### src/rtl/imm_encoder_pkg.sv
// ---------------------------------------------------------------------------
// imm_encoder_pkg : format codes, funct/opcode constants, encode helper | Rev 1.0
// ---------------------------------------------------------------------------
`default_nettype none

package imm_encoder_pkg;

  typedef enum logic [1:0] {
    I_TYPE = 2'd0,
    S_TYPE = 2'd1,
    B_TYPE = 2'd2,
    J_TYPE = 2'd3
  } imm_sel_e;

  localparam logic [2:0] FUNCT3_SLL     = 3'b001;
  localparam logic [2:0] FUNCT3_SRL_SRA = 3'b101;
  localparam logic [6:0] OPCODE_JAL     = 7'b1101111;

  typedef struct packed {
    logic [31:0] word;
    logic        err;
  } enc_result_t;

  function automatic logic is_shift(input logic [1:0] sel, input logic [2:0] funct3);
    return (sel == I_TYPE) && ((funct3 == FUNCT3_SLL) || (funct3 == FUNCT3_SRL_SRA));
  endfunction

  function automatic logic is_upper(input logic [1:0] sel, input logic [6:0] opcode);
    return (sel == J_TYPE) && (opcode != OPCODE_JAL);
  endfunction

  function automatic enc_result_t encode(
    input logic [1:0]  sel,
    input logic [6:0]  opcode,
    input logic [2:0]  funct3,
    input logic [6:0]  funct7,
    input logic [4:0]  rd,
    input logic [4:0]  rs1,
    input logic [4:0]  rs2,
    input logic [31:0] imm
  );
    enc_result_t r;
    r.word = '0;
    r.err  = 1'b0;
    // Range checks: the bits above the format's sign bit must all equal it.
    case (sel)
      I_TYPE: begin
        if (is_shift(sel, funct3)) begin
          r.word = {funct7, imm[4:0], rs1, funct3, rd, opcode};
          r.err  = |imm[31:5];
        end else begin
          r.word = {imm[11:0], rs1, funct3, rd, opcode};
          r.err  = !((&imm[31:11]) || (~|imm[31:11]));
        end
      end
      S_TYPE: begin
        r.word = {imm[11:5], rs2, rs1, funct3, imm[4:0], opcode};
        r.err  = !((&imm[31:11]) || (~|imm[31:11]));
      end
      B_TYPE: begin
        r.word = {imm[12], imm[10:5], rs2, rs1, funct3, imm[4:1], imm[11], opcode};
        r.err  = imm[0] || !((&imm[31:12]) || (~|imm[31:12]));
      end
      default: begin
        if (opcode == OPCODE_JAL) begin
          r.word = {imm[20], imm[10:1], imm[11], imm[19:12], rd, opcode};
          r.err  = imm[0] || !((&imm[31:20]) || (~|imm[31:20]));
        end else begin
          r.word = {imm[31:12], rd, opcode};
          r.err  = |imm[11:0];
        end
      end
    endcase
    return r;
  endfunction

endpackage

`default_nettype wire

### src/rtl/enc_fifo.sv
// ---------------------------------------------------------------------------
// enc_fifo : DEPTH x WIDTH synchronous FIFO with flush and push/pop overlap | Rev 1.0
// ---------------------------------------------------------------------------
`default_nettype none

module enc_fifo #(
  parameter int DEPTH = 4,
  parameter int WIDTH = 32
) (
  input  logic                       clk,
  input  logic                       rst,
  input  logic                       flush,
  input  logic                       push,
  input  logic [WIDTH-1:0]           push_data,
  input  logic                       pop,
  output logic [WIDTH-1:0]           pop_data,
  output logic                       full,
  output logic                       empty,
  output logic [$clog2(DEPTH):0]     count
);

  localparam int AW = $clog2(DEPTH);
  localparam logic [AW:0] FULL_CNT = (AW + 1)'(DEPTH);

  logic [WIDTH-1:0] mem [DEPTH];
  logic [AW-1:0]    wr_ptr;
  logic [AW-1:0]    rd_ptr;
  logic [AW:0]      cnt;
  logic             do_push;
  logic             do_pop;

  assign full     = (cnt == FULL_CNT);
  assign empty    = (cnt == '0);
  assign count    = cnt;
  assign do_pop   = pop & !empty;
  assign do_push  = push & (!full | do_pop);
  // Head forced to zero when empty so the port never shows stale storage.
  assign pop_data = empty ? '0 : mem[rd_ptr];

  always_ff @(posedge clk or posedge rst) begin
    if (rst) begin
      wr_ptr <= '0;
      rd_ptr <= '0;
      cnt    <= '0;
    end else if (flush) begin
      wr_ptr <= '0;
      rd_ptr <= '0;
      cnt    <= '0;
    end else begin
      if (do_push) wr_ptr <= wr_ptr + AW'(1);
      if (do_pop)  rd_ptr <= rd_ptr + AW'(1);
      case ({do_push, do_pop})
        2'b10:   cnt <= cnt + (AW + 1)'(1);
        2'b01:   cnt <= cnt - (AW + 1)'(1);
        default: cnt <= cnt;
      endcase
    end
  end

  always_ff @(posedge clk) begin
    if (do_push && !flush) mem[wr_ptr] <= push_data;
  end

endmodule

`default_nettype wire

### src/rtl/imm_gen.sv
// ---------------------------------------------------------------------------
// imm_gen : immediate decoder used for round-trip checking
//           (built only with IMM_ENCODER_ROUNDTRIP_CHECK_EN) | Rev 1.0
// ---------------------------------------------------------------------------
`default_nettype none

`ifdef IMM_ENCODER_ROUNDTRIP_CHECK_EN
module imm_gen
  import imm_encoder_pkg::*;
(
  input  logic [31:0] instr,
  input  logic [1:0]  imm_sel,
  output logic [31:0] imm
);

  always_comb begin
    imm = '0;
    case (imm_sel)
      I_TYPE:  imm = {{20{instr[31]}}, instr[31:20]};
      S_TYPE:  imm = {{20{instr[31]}}, instr[31:25], instr[11:7]};
      B_TYPE:  imm = {{19{instr[31]}}, instr[31], instr[7], instr[30:25], instr[11:8], 1'b0};
      default: begin
        if (instr[6:0] == OPCODE_JAL)
          imm = {{11{instr[31]}}, instr[31], instr[19:12], instr[20], instr[30:21], 1'b0};
        else
          imm = {instr[31:12], 12'b0};
      end
    endcase
  end

endmodule
`endif

`default_nettype wire

### src/rtl/imm_encoder.sv
// ---------------------------------------------------------------------------
// imm_encoder : packs RV32I fields + immediate into an instruction word, FIFO-buffered.
//               Optional round-trip check: IMM_ENCODER_ROUNDTRIP_CHECK_EN | Rev 1.0
// ---------------------------------------------------------------------------
`default_nettype none

module imm_encoder
  import imm_encoder_pkg::*;
#(
  parameter int DEPTH = 4,
  parameter int CNT_W = 16
) (
  input  logic             clk,
  input  logic             reset,
  input  logic             flush,
  input  logic             req_valid,
  output logic             req_ready,
  input  logic [1:0]       req_imm_sel,
  input  logic [6:0]       req_opcode,
  input  logic [2:0]       req_funct3,
  input  logic [6:0]       req_funct7,
  input  logic [4:0]       req_rd,
  input  logic [4:0]       req_rs1,
  input  logic [4:0]       req_rs2,
  input  logic [31:0]      req_imm,
  output logic             out_valid,
  input  logic             out_ready,
  output logic [31:0]      out_instruction,
  output logic             imm_err,
`ifdef IMM_ENCODER_ROUNDTRIP_CHECK_EN
  output logic             check_fail,
`endif
  output logic [CNT_W-1:0] accept_cnt,
  output logic [CNT_W-1:0] reject_cnt
);

  localparam int          CW      = $clog2(DEPTH) + 1;
  localparam logic [CW:0] DEPTH_V = (CW + 1)'(DEPTH);

  enc_result_t   enc;
  logic          alive;
  logic          s1_valid;
  logic          s1_err;
  logic [31:0]   s1_word;
  logic          s1_pend;
  logic          accept;
  logic          push;
  logic          pop;
  logic          fifo_full;
  logic          fifo_empty;
  logic [CW-1:0] fifo_count;
  logic [CW:0]   occupancy;

  assign enc = encode(req_imm_sel, req_opcode, req_funct3, req_funct7,
                      req_rd, req_rs1, req_rs2, req_imm);

  assign out_valid = !fifo_empty;
  assign pop       = out_valid & out_ready;
  assign s1_pend   = s1_valid & !s1_err;
  // A word parked in stage 1 already owns a FIFO slot, so a push can never find it full.
  assign occupancy = {1'b0, fifo_count} + {{CW{1'b0}}, s1_pend};
  assign req_ready = alive & !flush & ((occupancy < DEPTH_V) | pop);
  assign accept    = req_valid & req_ready;
  assign push      = s1_pend & (!fifo_full | pop) & !flush;

  always_ff @(posedge clk or posedge reset) begin
    if (reset) begin
      s1_valid <= 1'b0;
      s1_err   <= 1'b0;
      s1_word  <= '0;
    end else if (flush) begin
      s1_valid <= 1'b0;
      s1_err   <= 1'b0;
    end else if (accept) begin
      s1_valid <= 1'b1;
      s1_err   <= enc.err;
      s1_word  <= enc.word;
    end else if (push || s1_err) begin
      s1_valid <= 1'b0;
      s1_err   <= 1'b0;
    end
  end

  always_ff @(posedge clk or posedge reset) begin
    if (reset) begin
      alive      <= 1'b0;
      imm_err    <= 1'b0;
      accept_cnt <= '0;
      reject_cnt <= '0;
    end else begin
      alive   <= 1'b1;
      imm_err <= accept & enc.err;
      if (accept && !enc.err && !(&accept_cnt)) accept_cnt <= accept_cnt + CNT_W'(1);
      if (accept &&  enc.err && !(&reject_cnt)) reject_cnt <= reject_cnt + CNT_W'(1);
    end
  end

  enc_fifo #(
    .DEPTH (DEPTH),
    .WIDTH (32)
  ) u_fifo (
    .clk       (clk),
    .rst       (reset),
    .flush     (flush),
    .push      (push),
    .push_data (s1_word),
    .pop       (pop),
    .pop_data  (out_instruction),
    .full      (fifo_full),
    .empty     (fifo_empty),
    .count     (fifo_count)
  );

`ifdef IMM_ENCODER_ROUNDTRIP_CHECK_EN
  logic [31:0] s1_imm;
  logic [31:0] gen_imm;
  logic [1:0]  s1_sel;
  logic        s1_shift;
  logic        s1_upper;
  logic        mismatch;

  always_ff @(posedge clk or posedge reset) begin
    if (reset) begin
      s1_imm   <= '0;
      s1_sel   <= '0;
      s1_shift <= 1'b0;
      s1_upper <= 1'b0;
    end else if (accept) begin
      s1_imm   <= req_imm;
      s1_sel   <= req_imm_sel;
      s1_shift <= is_shift(req_imm_sel, req_funct3);
      s1_upper <= is_upper(req_imm_sel, req_opcode);
    end
  end

  imm_gen u_imm_gen (
    .instr   (s1_word),
    .imm_sel (s1_sel),
    .imm     (gen_imm)
  );

  always_comb begin
    mismatch = 1'b0;
    if (s1_shift)      mismatch = (gen_imm[4:0]   != s1_imm[4:0]);
    else if (s1_upper) mismatch = (gen_imm[31:12] != s1_imm[31:12]);
    else               mismatch = (gen_imm        != s1_imm);
  end

  always_ff @(posedge clk or posedge reset) begin
    if (reset)                    check_fail <= 1'b0;
    else if (s1_pend && mismatch) check_fail <= 1'b1;
  end
`endif

endmodule

`default_nettype wire

### config.mk
export PLATFORM = sky130hd
export DESIGN_NAME = imm_encoder
export DESIGN_NICKNAME = d
export VERILOG_FILES = /design/src/rtl/imm_encoder_pkg.sv /design/src/rtl/enc_fifo.sv /design/src/rtl/imm_gen.sv /design/src/rtl/imm_encoder.sv
export SDC_FILE = /design/constraint.sdc
export NUM_CORES = 1
export LEC_CHECK = 0
export BUFFER_PORTS_ARGS = -buffer_cell sky130_fd_sc_hd__buf_2
export CELL_PAD_IN_SITES_DETAIL_PLACEMENT = 1
export CELL_PAD_IN_SITES_GLOBAL_PLACEMENT = 2
export CORE_MARGIN = 2
export CORE_UTILIZATION = 41
export CTS_BUF_LIST = sky130_fd_sc_hd__clkbuf_4
export DETAILED_ROUTE_END_ITERATION = 8
export PLACE_DENSITY_LB_ADDON = 0.05
export SETUP_SLACK_MARGIN = 0.1
export SLEW_MARGIN = 10
export SYNTH_ARGS = -nofsm -noshare
export SYNTH_HDL_FRONTEND = slang
export SYNTH_SLANG_ARGS = --single-unit
### constraint.sdc
create_clock -name clk -period 2.57 [get_ports clk]
set_input_delay 0.3855 -clock clk [delete_from_list [all_inputs] [get_ports clk]]
set_output_delay 0.3855 -clock clk [all_outputs]
set_load 0.01 [all_outputs]
==> metrics.cfg <==
[outcome]
status = completed

[yosys]
synth_fa_ha_area_share_pct = 1.071
syn_avg_cell_area_um2 = 14.12
ys.flop_type = edfxtp_1
synthArstFlopShare_pct = 36.95
ys_seq_area_share_pct = 64.42
synth_compound_gate_area_share_pct = 3.523
yosysMostFrequentCell = edfxtp_1
synth_xor_area_share_pct = 3.255
ys_types = 46
ys_ff_latch = 203
synth_commonest_cells = edfxtp_1, dfrtp_1, nand2_1
synth.area.mux_share_pct = 11.92
yosys.area.top_type_share_pct = 43.29
yosys.area_share.simple_pct = 13.91
synthTopCellsByArea = edfxtp_1, dfrtp_1, mux4_2
synthCells = 629
synth.cell_area_um2 = 8880
synth_top_area_cell = edfxtp_1
synth_top_family_by_area = simple AND/OR/NAND/NOR gates
synth-edff-count = 128
synth_fp_nets = 707
ys_warn_count = 0

[cells_and_area]
final_area_um2 = 11290
instances_no_fill = 1160
nNetsFinal = 920
syn2layout_area_growth_pct = 27.12
drive_above_1_share_pct = 38.14

[worst_setup_path]
slowest_delay_ns = 0.49
reg2reg_depth = 9
cp_top_family = multiplexers
path_cells = buf_12 > clkbuf_16 > mux4_2 > and2_4 > buf_6
critPathMaxFanout = 5
r2r_end = accept_cnt[6]$_DFFE_PP0P_
cp_data_arrival_time_ns = 2.16
worst_setup_path_end_kind = output pin
crit_type = reg -> out
r2r_slack_ns = 0.37
startpoint_type = register
cp_data_required_time_ns = 2.18
path_buf_inv = 3
r2r_start = u_fifo.count[0]$_DFFE_PP0P_
cp_slowest_cell = mux4_2

[timing]
fin_setup_tns_ns = 0
rsz0062_at_grt = true
timing.final.hold_violations = 0
finalCritPeriodShare_pct = 98.97
finalSetupViolCount = 0
maxSlewHeadroom_pct = 61.41
max_freq_mhz = 393.2
period_needed_ns = 2.543
skew_ns = 0.03032
max_slew.worst_pin.slew_ns = 0.5748
slew_viol_final = 0
hold_slack_ns = 0.05930

[run]
max_cap_viol_count = 0

[die]
fp-row-count = 53
die_h_um = 151.2
start_util_pct = 41.98
dieArea_um2 = 22850
ioPinCount = 138
die_w_um = 151.2
core_area_um2 = 21150

[cts]
cts_tree = done
cts_max_level = 2
clock_path_buffers = 3
clock_sinks = 203
clock-root-buffer = clkbuf_4
cts_made_buffers = 53
clk_pin_slew_worst_paths_ns = 0.07
clk_latency_ns = 0.65

[drt]
ant_nets = 0
totalWireLength_um = 23590
drcViolationCount = 0
drt_first_pass_iters = 4
via_per_inst = 5.228
vias = 6064
drt_iter0_drc = 248
post_drt_wl_per_cell_um = 20.34

[power_and_ir_drop]
total_power_mw = 9.518
p_per_area_nw_per_um2 = 843.1
ir_drop_mv = 0.4021
p_leak_nw = 4.656

[global_route]
antenna_found_initial = 4
grt_pass1_vias = 6596
met3_usage_pct = 5.512
gr-total-overflow = 0
globalRouteTotalUtil_pct = 21.07
grt_pass1_wl_um = 36160
grt_max_degree = 76
top_usage_layer = met2
met1_usage_pct = 27.67
met2_usage_pct = 34.80

[place]
place_inst = 1043
portBuffers = 137
globalplace.congestion = 0.7701
placed_cell_area_um2 = 10110
hpwl_um = 15720

[min_path]
holdPathEnd = s1_word[15]$_DFFE_PP0P_
min_path_type = in -> reg
hp-start = req_rs1[0]
min_path_cells = 3

-- metal layers --
metal / share of wire, % / vias up
li1: - / 2802
met1: 43 / 3066
met2: 50 / 165
met3: 5.6 / 31
met4: 1.5 / 0
met5: 0 / -
-- what timing repair did --
| item | CTS | global route |
|---|---|---|
| buffers inserted | 1 | 2 |
| gates resized for setup | 43 | 25 |
| pin swaps | 0 | 1 |
| gates cloned | 0 | 3 |
| hold buffers | 13 | 0 |
| setup endpoints to repair | 32 | 32 |
| endpoints found under the hold margin | 93 | 0 |
-- layout by cell type (no fill, tap or decap), drive strengths merged, types with 25 or more instances in the layout --
cell type,count
mux4,32
clkinv,25
nand2,59
and2,42
buf,177
clkbuf,70
dfrtp,75
mux2i,27
nor2,34
edfxtp,128
-- cells by family (layout without fill, tap and decap cells) --
logic type	after synthesis	in the layout
xor gates and xnor gates	33	33
other	1	5
muxes	65	65
and+or+nand+nor	228	228
AOI/OAI and AO/OA	53	53
DFF	203	203
adders and majority gates	7	7
buffers and inverters	39	291
-- how the worst max path moves through the flow --
stage	depth (start not counted)	startpoint	slack [ns]	to
after floorplan	1	reset	0.27	accept_cnt[0]$_DFFE_PP0P_
after global placement	8	req_imm[22]	0.16	accept_cnt[1]$_DFFE_PP0P_
after detailed placement	8	req_imm[28]	0.08	accept_cnt[1]$_DFFE_PP0P_
after CTS	4	u_fifo.rd_ptr[0]$_DFFE_PP0P_	-0.05	out_instruction[31]
after global routing	5	u_fifo.rd_ptr[0]$_DFFE_PP0P_	-0.08	out_instruction[6]
final	5	u_fifo.rd_ptr[0]$_DFFE_PP0P_	0.03	out_instruction[21]
-- state kept, by name, summed over array words and instances, names as in the netlist --
name and cells:
u_fifo.mem 128, s1_word 32, accept_cnt 16, reject_cnt 16
u_fifo.count 3, u_fifo.rd_ptr 2, u_fifo.wr_ptr 2, alive 1
imm_err 1, s1_err 1, s1_valid 1
-- worst register-to-register path, delay by kind of cell (launching register included) --
family / cells / cell delay [ns]
AO/OA/AOI/OAI: 1 / 0.07
AND/OR/NAND/NOR: 5 / 1.03
XOR/XNOR: 1 / 0.17
buffers and inverters: 2 / 0.39
flip-flops: 1 / 0.45
-- power by group --
group	total, mW	internal [mW]	switching [mW]
Sequential	4.12	3.86	0.258
Combinational	2.73	1.51	1.22
Clock	2.67	1.35	1.31
Total	9.52	6.72	2.80
-- stage by stage --
stage	worst slack [ns]	util [%]
after floorplan	0.2745	-
after global placement	0.1574	47.81
after CTS	-0.05494	52.38
after detailed placement	0.08080	47.81
after global routing	-0.07509	53.34
final	0.02652	53.36
-- final cells by class --
| class | instances | area [µm²] |
|---|---|---|
| antenna | 4 | 10.01 |
| clock buffer | 68 | 510.5 |
| clock inverter | 26 | 138.9 |
| fill | 2165 | 9866 |
| inverter | 5 | 20.02 |
| multi-input combinational | 387 | 3072 |
| sequential | 203 | 5723 |
| tap | 275 | 344.1 |
| timing repair buffer | 192 | 1470 |
(Power assumes the default switching activity.)
